File: config.mk
export PLATFORM = sky130hd
export DESIGN_NAME = uart_frame_assembler_flat
export DESIGN_NICKNAME = d
export VERILOG_FILES = /design/src/rtl/uart_frame_assembler_if.sv /design/src/rtl/uart_frame_assembler.sv /design/src/flat_wrapper.sv
export SDC_FILE = /design/constraint.sdc
export NUM_CORES = 1
export LEC_CHECK = 0
export BUFFER_PORTS_ARGS = -buffer_cell sky130_fd_sc_hd__buf_4
export CORE_UTILIZATION = 44
export CTS_BUF_LIST = sky130_fd_sc_hd__clkbuf_8
export CTS_CLUSTER_SIZE = 14
export DETAILED_ROUTE_END_ITERATION = 8
export GPL_ROUTABILITY_DRIVEN = 0
export MAX_ROUTING_LAYER = met4
export PLACE_DENSITY = 0.68
export SYNTH_ARGS = -nofsm -noshare
export SYNTH_HDL_FRONTEND = slang
export SYNTH_SLANG_ARGS = --single-unit
File: constraint.sdc
create_clock -name clk -period 3.7 [get_ports clk]
set_input_delay 0 -clock clk [delete_from_list [all_inputs] [get_ports clk]]
set_output_delay 0 -clock clk [all_outputs]
set_load 0.05 [all_outputs]
File: src/rtl/uart_frame_assembler_if.sv
// Byte stream from uart_rx into the frame assembler.
// rx_done is a level; data and parity flag are valid while it is high.
interface uart_frame_assembler_if;
    logic       rx_done;
    logic [7:0] data_received;
    logic       parity_error;

    modport master (
        output rx_done,
        output data_received,
        output parity_error
    );

    modport slave (
        input rx_done,
        input data_received,
        input parity_error
    );
endinterface

File: src/rtl/uart_frame_assembler.sv
// Receive-side framer: sync byte, XOR checksum, inter-byte timeout,
// atomic publication of complete multi-byte command words.
module uart_frame_assembler #(
    parameter int         NUM_BYTES      = 2,
    parameter bit         SYNC_EN        = 1'b0,
    parameter logic [7:0] SYNC_BYTE      = 8'hA5,
    parameter bit         CHK_EN         = 1'b0,
    parameter int         TIMEOUT_CYCLES = 24000
) (
    input  logic                   clk,
    input  logic                   reset,
    uart_frame_assembler_if.slave  rx,
    output logic [8*NUM_BYTES-1:0] frame_data,
    output logic                   frame_valid,
    output logic                   busy,
    output logic                   err_parity,
    output logic                   err_checksum,
    output logic                   err_timeout,
    output logic [7:0]             err_count
);

    localparam int W  = 8 * NUM_BYTES;
    localparam int IW = (NUM_BYTES > 1) ? $clog2(NUM_BYTES) : 1;
    localparam int CW = (TIMEOUT_CYCLES > 0) ? $clog2(TIMEOUT_CYCLES + 1) : 1;
    localparam logic [CW-1:0] TO_LAST =
        CW'((TIMEOUT_CYCLES > 0) ? TIMEOUT_CYCLES - 1 : 0);
    localparam logic [IW-1:0] LAST_IDX = IW'(NUM_BYTES - 1);

    typedef enum logic [1:0] {HUNT, DATA, CHK} state_t;

    state_t        state, state_d;
    logic [IW-1:0] idx, idx_d;
    logic [W-1:0]  stage, stage_d, stage_sh, frame_d;
    logic [7:0]    csum, csum_d;
    logic [CW-1:0] tcnt, tcnt_d;

    logic       rx_done_q;
    logic       evt_q;
    logic [7:0] byte_q;
    logic       perr_q;

    logic commit, drop_par, drop_chk, drop_to, drop_any;

    assign busy     = (state != HUNT);
    assign stage_sh = W'({stage, byte_q});
    assign drop_any = drop_par | drop_chk | drop_to;

    always_comb begin
        state_d  = state;
        idx_d    = idx;
        stage_d  = stage;
        csum_d   = csum;
        tcnt_d   = tcnt;
        commit   = 1'b0;
        drop_par = 1'b0;
        drop_chk = 1'b0;
        drop_to  = 1'b0;
        if (state != HUNT)
            tcnt_d = tcnt + CW'(1);
        if (evt_q) begin
            // a byte always beats a coincident timeout terminal count
            tcnt_d = '0;
            if (perr_q) begin
                if (!(state == HUNT && SYNC_EN))
                    drop_par = 1'b1;
            end else begin
                unique case (state)
                    HUNT: begin
                        if (SYNC_EN) begin
                            if (byte_q == SYNC_BYTE) begin
                                state_d = DATA;
                                idx_d   = '0;
                                csum_d  = '0;
                            end
                        end else begin
                            stage_d = stage_sh;
                            csum_d  = byte_q;
                            if (NUM_BYTES == 1) begin
                                if (CHK_EN) state_d = CHK;
                                else        commit  = 1'b1;
                            end else begin
                                state_d = DATA;
                                idx_d   = IW'(1);
                            end
                        end
                    end
                    DATA: begin
                        stage_d = stage_sh;
                        csum_d  = csum ^ byte_q;
                        if (idx == LAST_IDX) begin
                            if (CHK_EN) state_d = CHK;
                            else        commit  = 1'b1;
                        end else begin
                            idx_d = idx + IW'(1);
                        end
                    end
                    CHK: begin
                        if (byte_q == csum) commit   = 1'b1;
                        else                drop_chk = 1'b1;
                    end
                    default: state_d = HUNT;
                endcase
            end
        end else if (TIMEOUT_CYCLES > 0 && state != HUNT && tcnt == TO_LAST) begin
            drop_to = 1'b1;
        end
        frame_d = stage_d;
        if (commit || drop_any) begin
            state_d = HUNT;
            idx_d   = '0;
            tcnt_d  = '0;
            csum_d  = '0;
            stage_d = '0;
        end
    end

    always_ff @(posedge clk or negedge reset) begin
        if (!reset) begin
            rx_done_q    <= 1'b1;
            evt_q        <= 1'b0;
            byte_q       <= '0;
            perr_q       <= 1'b0;
            state        <= HUNT;
            idx          <= '0;
            stage        <= '0;
            csum         <= '0;
            tcnt         <= '0;
            frame_data   <= '0;
            frame_valid  <= 1'b0;
            err_parity   <= 1'b0;
            err_checksum <= 1'b0;
            err_timeout  <= 1'b0;
            err_count    <= '0;
        end else begin
            rx_done_q    <= rx.rx_done;
            evt_q        <= rx.rx_done & ~rx_done_q;
            byte_q       <= rx.data_received;
            perr_q       <= rx.parity_error;
            state        <= state_d;
            idx          <= idx_d;
            stage        <= stage_d;
            csum         <= csum_d;
            tcnt         <= tcnt_d;
            frame_valid  <= commit;
            err_parity   <= drop_par;
            err_checksum <= drop_chk;
            err_timeout  <= drop_to;
            if (commit)
                frame_data <= frame_d;
            if (drop_any && err_count != 8'hFF)
                err_count <= err_count + 8'd1;
        end
    end

endmodule
File: src/flat_wrapper.sv
// flat-port wrapper written by rule: the top's interface ports become plain ports
module uart_frame_assembler_flat 
#(
    parameter int         NUM_BYTES      = 2,
    parameter bit         SYNC_EN        = 1'b0,
    parameter logic [7:0] SYNC_BYTE      = 8'hA5,
    parameter bit         CHK_EN         = 1'b0,
    parameter int         TIMEOUT_CYCLES = 24000
)
  (clk, reset, frame_data, frame_valid, busy, err_parity, err_checksum, err_timeout, err_count, rx_rx_done, rx_data_received, rx_parity_error);
  uart_frame_assembler_if rx_i ();
  input  logic clk;
  input  logic reset;
  output logic [8*NUM_BYTES-1:0] frame_data;
  output logic frame_valid;
  output logic busy;
  output logic err_parity;
  output logic err_checksum;
  output logic err_timeout;
  output logic [7:0] err_count;
  input wire logic [$bits(rx_i.rx_done)-1:0] rx_rx_done;
  input wire logic [$bits(rx_i.data_received)-1:0] rx_data_received;
  input wire logic [$bits(rx_i.parity_error)-1:0] rx_parity_error;
  assign rx_i.rx_done = rx_rx_done;
  assign rx_i.data_received = rx_data_received;
  assign rx_i.parity_error = rx_parity_error;
  uart_frame_assembler #(.NUM_BYTES(NUM_BYTES), .SYNC_EN(SYNC_EN), .SYNC_BYTE(SYNC_BYTE), .CHK_EN(CHK_EN), .TIMEOUT_CYCLES(TIMEOUT_CYCLES)) u_core (.clk(clk), .reset(reset), .rx(rx_i), .frame_data(frame_data), .frame_valid(frame_valid), .busy(busy), .err_parity(err_parity), .err_checksum(err_checksum), .err_timeout(err_timeout), .err_count(err_count));
endmodule
Yosys cells after proc, flatten, opt, wreduce, memory -nomap -nowiden. Cells that the tools add are included.

Output and inout bits: 29. Register bits: 81. Logic and storage cells: 75. Input bits: 12.

$add $sub $neg: 3. Mux-type cells: 33. Bitwise gates (word level): 5. Reduce and logical (&&, ||, !) cells: 12. Equal/unequal tests: 7.

Operators with widths (number): $mux 16 (4); $mux 15 (3); $mux 8 (3); $mux 1 (16); $pmux 8 s2 (1); $add 15x1->15 const B (1); $eq 15x15->1 const B (1); $add 8x1->8 const B (1); $eq 8x8->1 (1); $ne 8x8->1 const B (1); $xor 8x8->8 (1); $mux 2 (3); $reduce_and 3->1 (2); $reduce_bool 3->1 (2); $pmux 1 s2 (2); $pmux 2 s2 (1); $reduce_bool 2->1 (2); $reduce_or 2->1 (2); $eq 2x1->1 const B (1); $eq 2x2->1 const B (1); $logic_and 1x1->1 (2); $logic_not 2->1 (1); $ne 2x1->1 const B (1); $ne 2x2->1 const B (1); other kinds (5) (6).

Logic depth before layout (Yosys ltp). Gate-level depths: netlist (run 1).

Depth after elaboration: 10. Mapped depth: 8. Gate-level depth less buffers: 6.

Worst setup path after synthesis (run 1). Ideal clock, no wire load.

Path kind: reg-to-reg. Start point: register u_core.state[0]. End point: register u_core.err_count[1]. Required time: 3.572 ns. Setup time: 0.128 ns. Period minus slack after synthesis: 1.976 ns. Arrival: 1.848 ns. Stages on the path, launching flop included: 7. Slack: 1.724 ns. Path buffers: 1. Cell sequence: dfrtp_1 -> buf_6 -> and4bb_1 -> and3_4 -> a21oi_4 -> nor2b_1 -> mux2_1.

Longest elaborated chain between the ends: 7. Elaborated cells between the ends (all ways): 11. Those cells by class: eq/ne (1); mux (5); bitwise (2); reduce/logical (3).

RTL lines: start, declared (line uart_frame_assembler.sv:31) `state_t state, state_d;`; start signal, assigned (line uart_frame_assembler.sv:139) `state <= state_d;`; $eq 2x2->1 (line uart_frame_assembler.sv:67) `unique case (state)`; $mux 1 (line uart_frame_assembler.sv:67); $mux 1 (line uart_frame_assembler.sv:63) `if (perr_q) begin`; $mux 1 (line uart_frame_assembler.sv:60) `if (evt_q) begin`; $or 1x1->1 (line uart_frame_assembler.sv:46) `assign drop_any = drop_par | drop_chk | drop_to;`; $or 1x1->1 * (line uart_frame_assembler.sv:46); $logic_and 1x1->1 * (line uart_frame_assembler.sv:150) `if (drop_any && err_count != 8'hFF)`; end signal, assigned (line uart_frame_assembler.sv:151) `err_count <= err_count + 8'd1;`; end, declared (line uart_frame_assembler.sv:19) `output logic [7:0] err_count`.

Every way passes the cells marked *; elsewhere a longest branch is shown, timed or not. A chain may end at the register's enable or synchronous reset.

Worst setup path after layout (run 1).
Start point: register u_core.tcnt[0]. End point: register u_core.tcnt[7].

Longest elaborated chain between the ends: 7. Elaborated cells between the ends (all ways): 11. Those cells by class: add/sub (1); eq/ne (1); mux (5); bitwise (1); reduce/logical (3).

RTL lines: start, declared (line uart_frame_assembler.sv:35) `logic [CW-1:0] tcnt, tcnt_d;`; start signal, assigned (line uart_frame_assembler.sv:143) `tcnt <= tcnt_d;`; parallel branches: the longest is 7 deep, another holds $add 15x1->15.

Several ways; the timed one is not identified. The select of a mux whose other input is x is not followed.

==> results of run 1 <==
==> how the worst min path moves through the flow <==
stage	startpoint	endpoint	slack [ns]	cells after the start
final	rx_data_received[3]	u_core.byte_q[3]	0.31	2
after global routing	rx_parity_error	u_core.perr_q	0.29	2
after CTS	rx_data_received[3]	u_core.byte_q[3]	0.29	2
after detailed placement	rx_data_received[6]	u_core.byte_q[6]	0.11	1
after global placement	rx_data_received[1]	u_core.byte_q[1]	0.11	1
after floorplan	reset	u_core.byte_q[0]	-0.30	0
==> sequential cells by signal (all words and copies together), names as in the netlist <==
register and cells:
u_core.byte_q 8, u_core.err_count 8, u_core.err_parity 1, u_core.err_timeout 1
u_core.evt_q 1, u_core.frame_data 16, u_core.frame_valid 1, u_core.idx 1
u_core.perr_q 1, u_core.rx_done_q 1, u_core.stage 16, u_core.state 1
u_core.tcnt 15
==> metal layers <==
metal | routed length, µm | global-route usage, % | vias to the layer above
li1 | - | - | 940
met1 | 2450 | 21.8 | 927
met2 | 2230 | 24.5 | 39
met3 | 166 | 5.27 | 8
met4 | 92 | 7.24 | 0
met5 | 0 | - | -
==> critical path, cell delays in order, from the launching register on <==
cell     delay (ns)
dfrtp_1        0.39
ha_1           0.20
nand2_1        0.09
nor4_2         0.38
and2_4         0.23
or2_1          0.43
nor2_1         0.11
==> cell families after synthesis <==
family          share of synthesized area (%)
fa+ha+maj                               0.874
buf+inv                                  2.62
mux                                      6.73
flops                                    62.1
simple gates                             17.3
xor+xnor                                 5.20
other cells                             0.131
compound gates                           5.07
==> per-stage QoR <==
| step | util (%) | setup WS [ns] |
|---|---|---|
| floorplan | - | 1.72 |
| global placement | 50.6 | 1.78 |
| detailed placement | 50.6 | 1.73 |
| CTS | 55.7 | 1.70 |
| global route | 55.7 | 1.51 |
| finish | 55.7 | 1.72 |
==> synthesized netlist by cell type (2+ instances only) <==
master and instances:
nand2_1 26, dfrtp_1 70, mux2i_1 17, ha_1 2, clkbuf_1 3, and3_1 3, mux2_1 2, o21ai_0 16
and2_1 2, xor2_1 15, nor2b_1 4, nor2_2 2, nand4_1 6, nor2_1 36, nor3_1 3, nand3_1 6
xnor2_1 2, and4_1 2, buf_2 3, buf_6 3, a21oi_1 2, inv_1 2
==> power breakdown <==
| part | total (mW) | internal (mW) | switching [mW] |
|---|---|---|---|
| clock network | 0.656 | 0.376 | 0.280 |
| logic | 0.541 | 0.172 | 0.369 |
| registers | 0.972 | 0.885 | 0.0865 |
| total | 2.17 | 1.43 | 0.736 |
==> timing repair <==
| action | 4_1_cts | 5_1_grt |
|---|---|---|
| hold buffers | 11 | 0 |
| hold endpoints to repair | 81 | 0 |
| resized for setup | 0 | 0 |
| setup buffers | 0 | 0 |
| endpoints found under the setup margin | 0 | 0 |
==> final cells by class <==
type                       count  area [µm²]  share of cell area [%]
clock buffer                   9         124                    3.52
tap                           77        96.3                    2.74
multi-input combinational    164        1010                    28.7
clock inverter                 7        90.1                    2.56
inverter                       2        7.51                   0.213
sequential                    71        1780                    50.6
timing repair buffer          51         410                    11.7
==> results_dict.tcl, run 1 <==
set metrics [dict create \
    syn_area_per_cell_um2 11.6 \
    synth.area.top_cells "dfrtp_1, mux2i_1, nor2_1" \
    drt-initial-drc-count 86 \
    nNetsFinal 313 \
    final.fill_count 568 \
    fin_crit_ns 1.98 \
    antenna_found_initial 0 \
    synth-seq-cells 71 \
    postLayoutCellArea_mm2 0.00352 \
    fin_setup_tns_ns 0 \
    power.density_cell_area_mw_per_mm2 617 \
    hold_path_class "in2reg" \
    synth-async-reset-ratio_pct 100 \
    grt.overflow.total 0 \
    insertion_delay_ns 0.34 \
    end_kind "flip-flop" \
    finalSetupViolCount 0 \
    required_ns 3.89 \
    cp-start-kind "flip-flop" \
    cts_tree "yes" \
    synthesis.instances 247 \
    synth_area_mm2 0.00286 \
    drt-vias-per-instance 5.02 \
    via_count 1914 \
    cp.arrival_ns 2.17 \
    num_io_pins 41 \
    synthToLayoutAreaGrowth_pct 22.8 \
    fin_cells 381 \
    cts_max_path_buffers 2 \
    worst_hold_slack_ns 0.311 \
    core_mm2 0.00631 \
    run_status "complete, no violations" \
    first_pass_iters 4 \
    grt_max_degree 72 \
    io_buffers 39 \
    htreeDepth 3 \
    cts_inserted_buffers 9 \
    finalWirelength_um 4940 \
    synth_ff_type "dfrtp_1" \
    fmax_ghz 0.505 \
    grt_pass1_vias 1806 \
    yosysWarnings 0 \
    crit_start "u_core.tcnt[0]" \
    drive_above_1_share_pct 20.7 \
    cp_max_fo 14 \
    r2r-end "u_core.tcnt[7]" \
    crit_path_end "u_core.tcnt[7]" \
    synth-edff-count 0 \
    grt_util_all_layers_pct 16.9 \
    die_area_mm2 0.00684 \
    die_w_um 82.7 \
    synth.net_count 261 \
    drc 0 \
    ant_nets 0 \
    clkTransAtPathRegs_ns 0.07 \
    numClockSinks 71 \
    max-cap-violations 0 \
    crit_type "reg2reg" \
    place_hpwl_um 3190 \
    synth_sequential_area_ratio_pct 62.1 \
    cts_root_buf "clkbuf_8" \
    die_y_um 82.7 \
    power_mw 2.17 \
    wl_per_cell_um 13.0 \
    ir_worst_vdd_uv 515 \
    grt_pass1_wl_um 8210 \
    tightest_slew_ns 0.856 \
    final_cell_mix "dfrtp_1, buf_4, nor2_1, nand2_1, mux2i_1" \
    r2r_slack_ns 1.72 \
    initial_core_util_pct 45.4 \
    antenna_cells 0 \
    fin_skew_ns 0.0123 \
    synth_top_area_share_pct 61.2 \
    timing.slew.headroom_pct 43.0 \
    synth_top_area_cell "dfrtp_1" \
    timing.rr.start "u_core.tcnt[0]" \
    placed_cells 354 \
    netlist-cell-type-count 42 \
    num_rows 29 \
    leakage_nw 1.78 \
    fin_crit_sh_pct 53.5 \
    r2r_cells 6 \
    place_area_mm2 0.00319 \
    mostFrequentLayoutCell "dfrtp_1" \
    rsz0062_at_grt "false" \
    hold_viol_final 0 \
    slew_violations 0 \
]
Note: power is estimated with default switching activity, not from simulation.
==> run 2, diff against run 1 <==
==> constraint.sdc (replaced) <==
create_clock -name clk -period 2 [get_ports clk]
set_input_delay 0 -clock clk [delete_from_list [all_inputs] [get_ports clk]]
set_output_delay 0 -clock clk [all_outputs]
set_load 0.05 [all_outputs]
==> run 2 against run 1 <==
Total power rose by 88%. Clock skew fell by 0.00053 ns. Cell count rose by 1.8%. Utilization rose by 1.2 points. Largest power group unchanged. Largest cell class unchanged. Critical path depth did not move. Via count rose by 1.7%.
==> results_dict.tcl, run 2 (same netlist as run 1, synthesis figures left out) <==
set metrics [dict create \
    run_status "complete, no violations" \
    grt_pass1_wl_um 8680 \
    end_kind "flip-flop" \
    preCtsSetupSlack_ns 0.110 \
    slew_violations 0 \
    r2r_cells 6 \
    cts_max_path_buffers 2 \
    top_regs "u_core.frame_data: 16 flops, u_core.stage: 16 flops, u_core.tcnt: 15 flops" \
    via_count 1946 \
    cts_inserted_buffers 9 \
    slowest_stage "dfrtp_1" \
    die_area_mm2 0.00684 \
    insertion_delay_ns 0.33 \
    clkTransAtPathRegs_ns 0.08 \
    fmax_ghz 0.550 \
    postLayoutCellArea_mm2 0.00359 \
    r2r_slack_ns 0.18 \
    drt-initial-drc-count 134 \
    fin_crit_ns 1.82 \
    worst_hold_slack_ns 0.310 \
    cp.arrival_ns 2.03 \
    htreeDepth 3 \
    first_pass_iters 4 \
    crit_type "reg2reg" \
    ir_worst_vdd_uv 826 \
    place_area_mm2 0.00325 \
    tightest_slew_ns 0.868 \
    final_cell_mix "dfrtp_1, buf_4, nor2_1, nand2_1, mux2i_1" \
    num_io_pins 41 \
    hold_viol_final 0 \
    required_ns 2.21 \
    cts_tree "yes" \
    rsz0062_at_grt "false" \
    fin_setup_tns_ns 0 \
    worst-path-stages 6 \
    drc 0 \
    min_from "rx_data_received[3]" \
    hold_path_class "in2reg" \
    leakage_nw 1.81 \
    num_rows 29 \
    grt_pass1_vias 1917 \
    crit_path_end "u_core.err_count[1]" \
    cts_root_buf "clkbuf_8" \
    crit_family "simple AND/OR/NAND/NOR gates" \
    finalSetupViolCount 0 \
    drt-vias-per-instance 5.02 \
    antenna_cells 0 \
    postCtsSetupBuffers 0 \
    initial_core_util_pct 45.4 \
    power_mw 4.09 \
    crit_start "u_core.tcnt[0]" \
    fin_skew_ns 0.0118 \
    grt.overflow.total 0 \
    slowest_delay_ns 0.39 \
    crit_buf_inv 0 \
    ant_nets 0 \
    path_cells "ha_1 -> nand2_1 -> nor4_4 -> a21oi_4 -> nor2b_1 -> mux2_1" \
    core_mm2 0.00631 \
    mostFrequentLayoutCell "dfrtp_1" \
    synthToLayoutAreaGrowth_pct 25.5 \
    fin_ws_ns 0.181 \
    max-cap-violations 0 \
    timing.slew.headroom_pct 42.1 \
    io_buffers 39 \
    numClockSinks 71 \
    grt_util_all_layers_pct 17.7 \
    die_w_um 82.7 \
    power.density_cell_area_mw_per_mm2 1140 \
    place_hpwl_um 3330 \
    nNetsFinal 320 \
    cp_max_fo 8 \
    hold_depth 2 \
    grt_max_degree 72 \
    antenna_found_initial 0 \
    wl_per_cell_um 12.9 \
    die_y_um 82.7 \
    drive_above_1_share_pct 23.2 \
    fin_crit_sh_pct 91.0 \
    cp-start-kind "flip-flop" \
    r2r-end "u_core.err_count[1]" \
    finalWirelength_um 5000 \
    timing.rr.start "u_core.tcnt[0]" \
]
## run 2: cell type report
type                    instances  area, µm²
fillers                       581       2720
flip-flops and latches         71       1780
multi-input cells             164       1020
repair buffers                 58        463
clock buffers                  10        138
well taps                      77       96.3
clock inverters                 6       91.3
inverters                       2       7.51
## run 2: worst min-delay path by stage
stage,to
after floorplan,u_core.byte_q[0]
after global placement,u_core.byte_q[2]
after detailed placement,u_core.byte_q[2]
after CTS,u_core.byte_q[3]
after global routing,u_core.byte_q[0]
final,u_core.byte_q[3]
## run 2: timing repair
action                                 CTS  global route
hold buffers                            11             0
endpoints found under the hold margin   81             0
gates resized for setup                  0             1
setup endpoints to repair                0             1
## run 2: stage by stage
stage          util, %  std cells
2_1_floorplan        -        247
3_3_place_gp      51.4        361
3_5_place_dp      51.4        361
4_1_cts           56.8        388
5_1_grt           56.9        388
6_report          56.9        388
## run 2: power by group
part / internal (mW) / switching, mW / leakage, nW / total [mW]
sequential: 1.64 / 0.149 / 0.935 / 1.79
clock: 0.743 / 0.531 / 0.117 / 1.27
combinational: 0.330 / 0.698 / 0.759 / 1.03
## run 2: routing by layer
layer / vias up / routed length, µm / GRT usage [%]
li1: 946 / - / -
met1: 960 / 2410 / 22.9
met2: 35 / 2370 / 26.4
met3: 5 / 150 / 4.29
met4: 0 / 68 / 7.76
met5: - / 0 / -
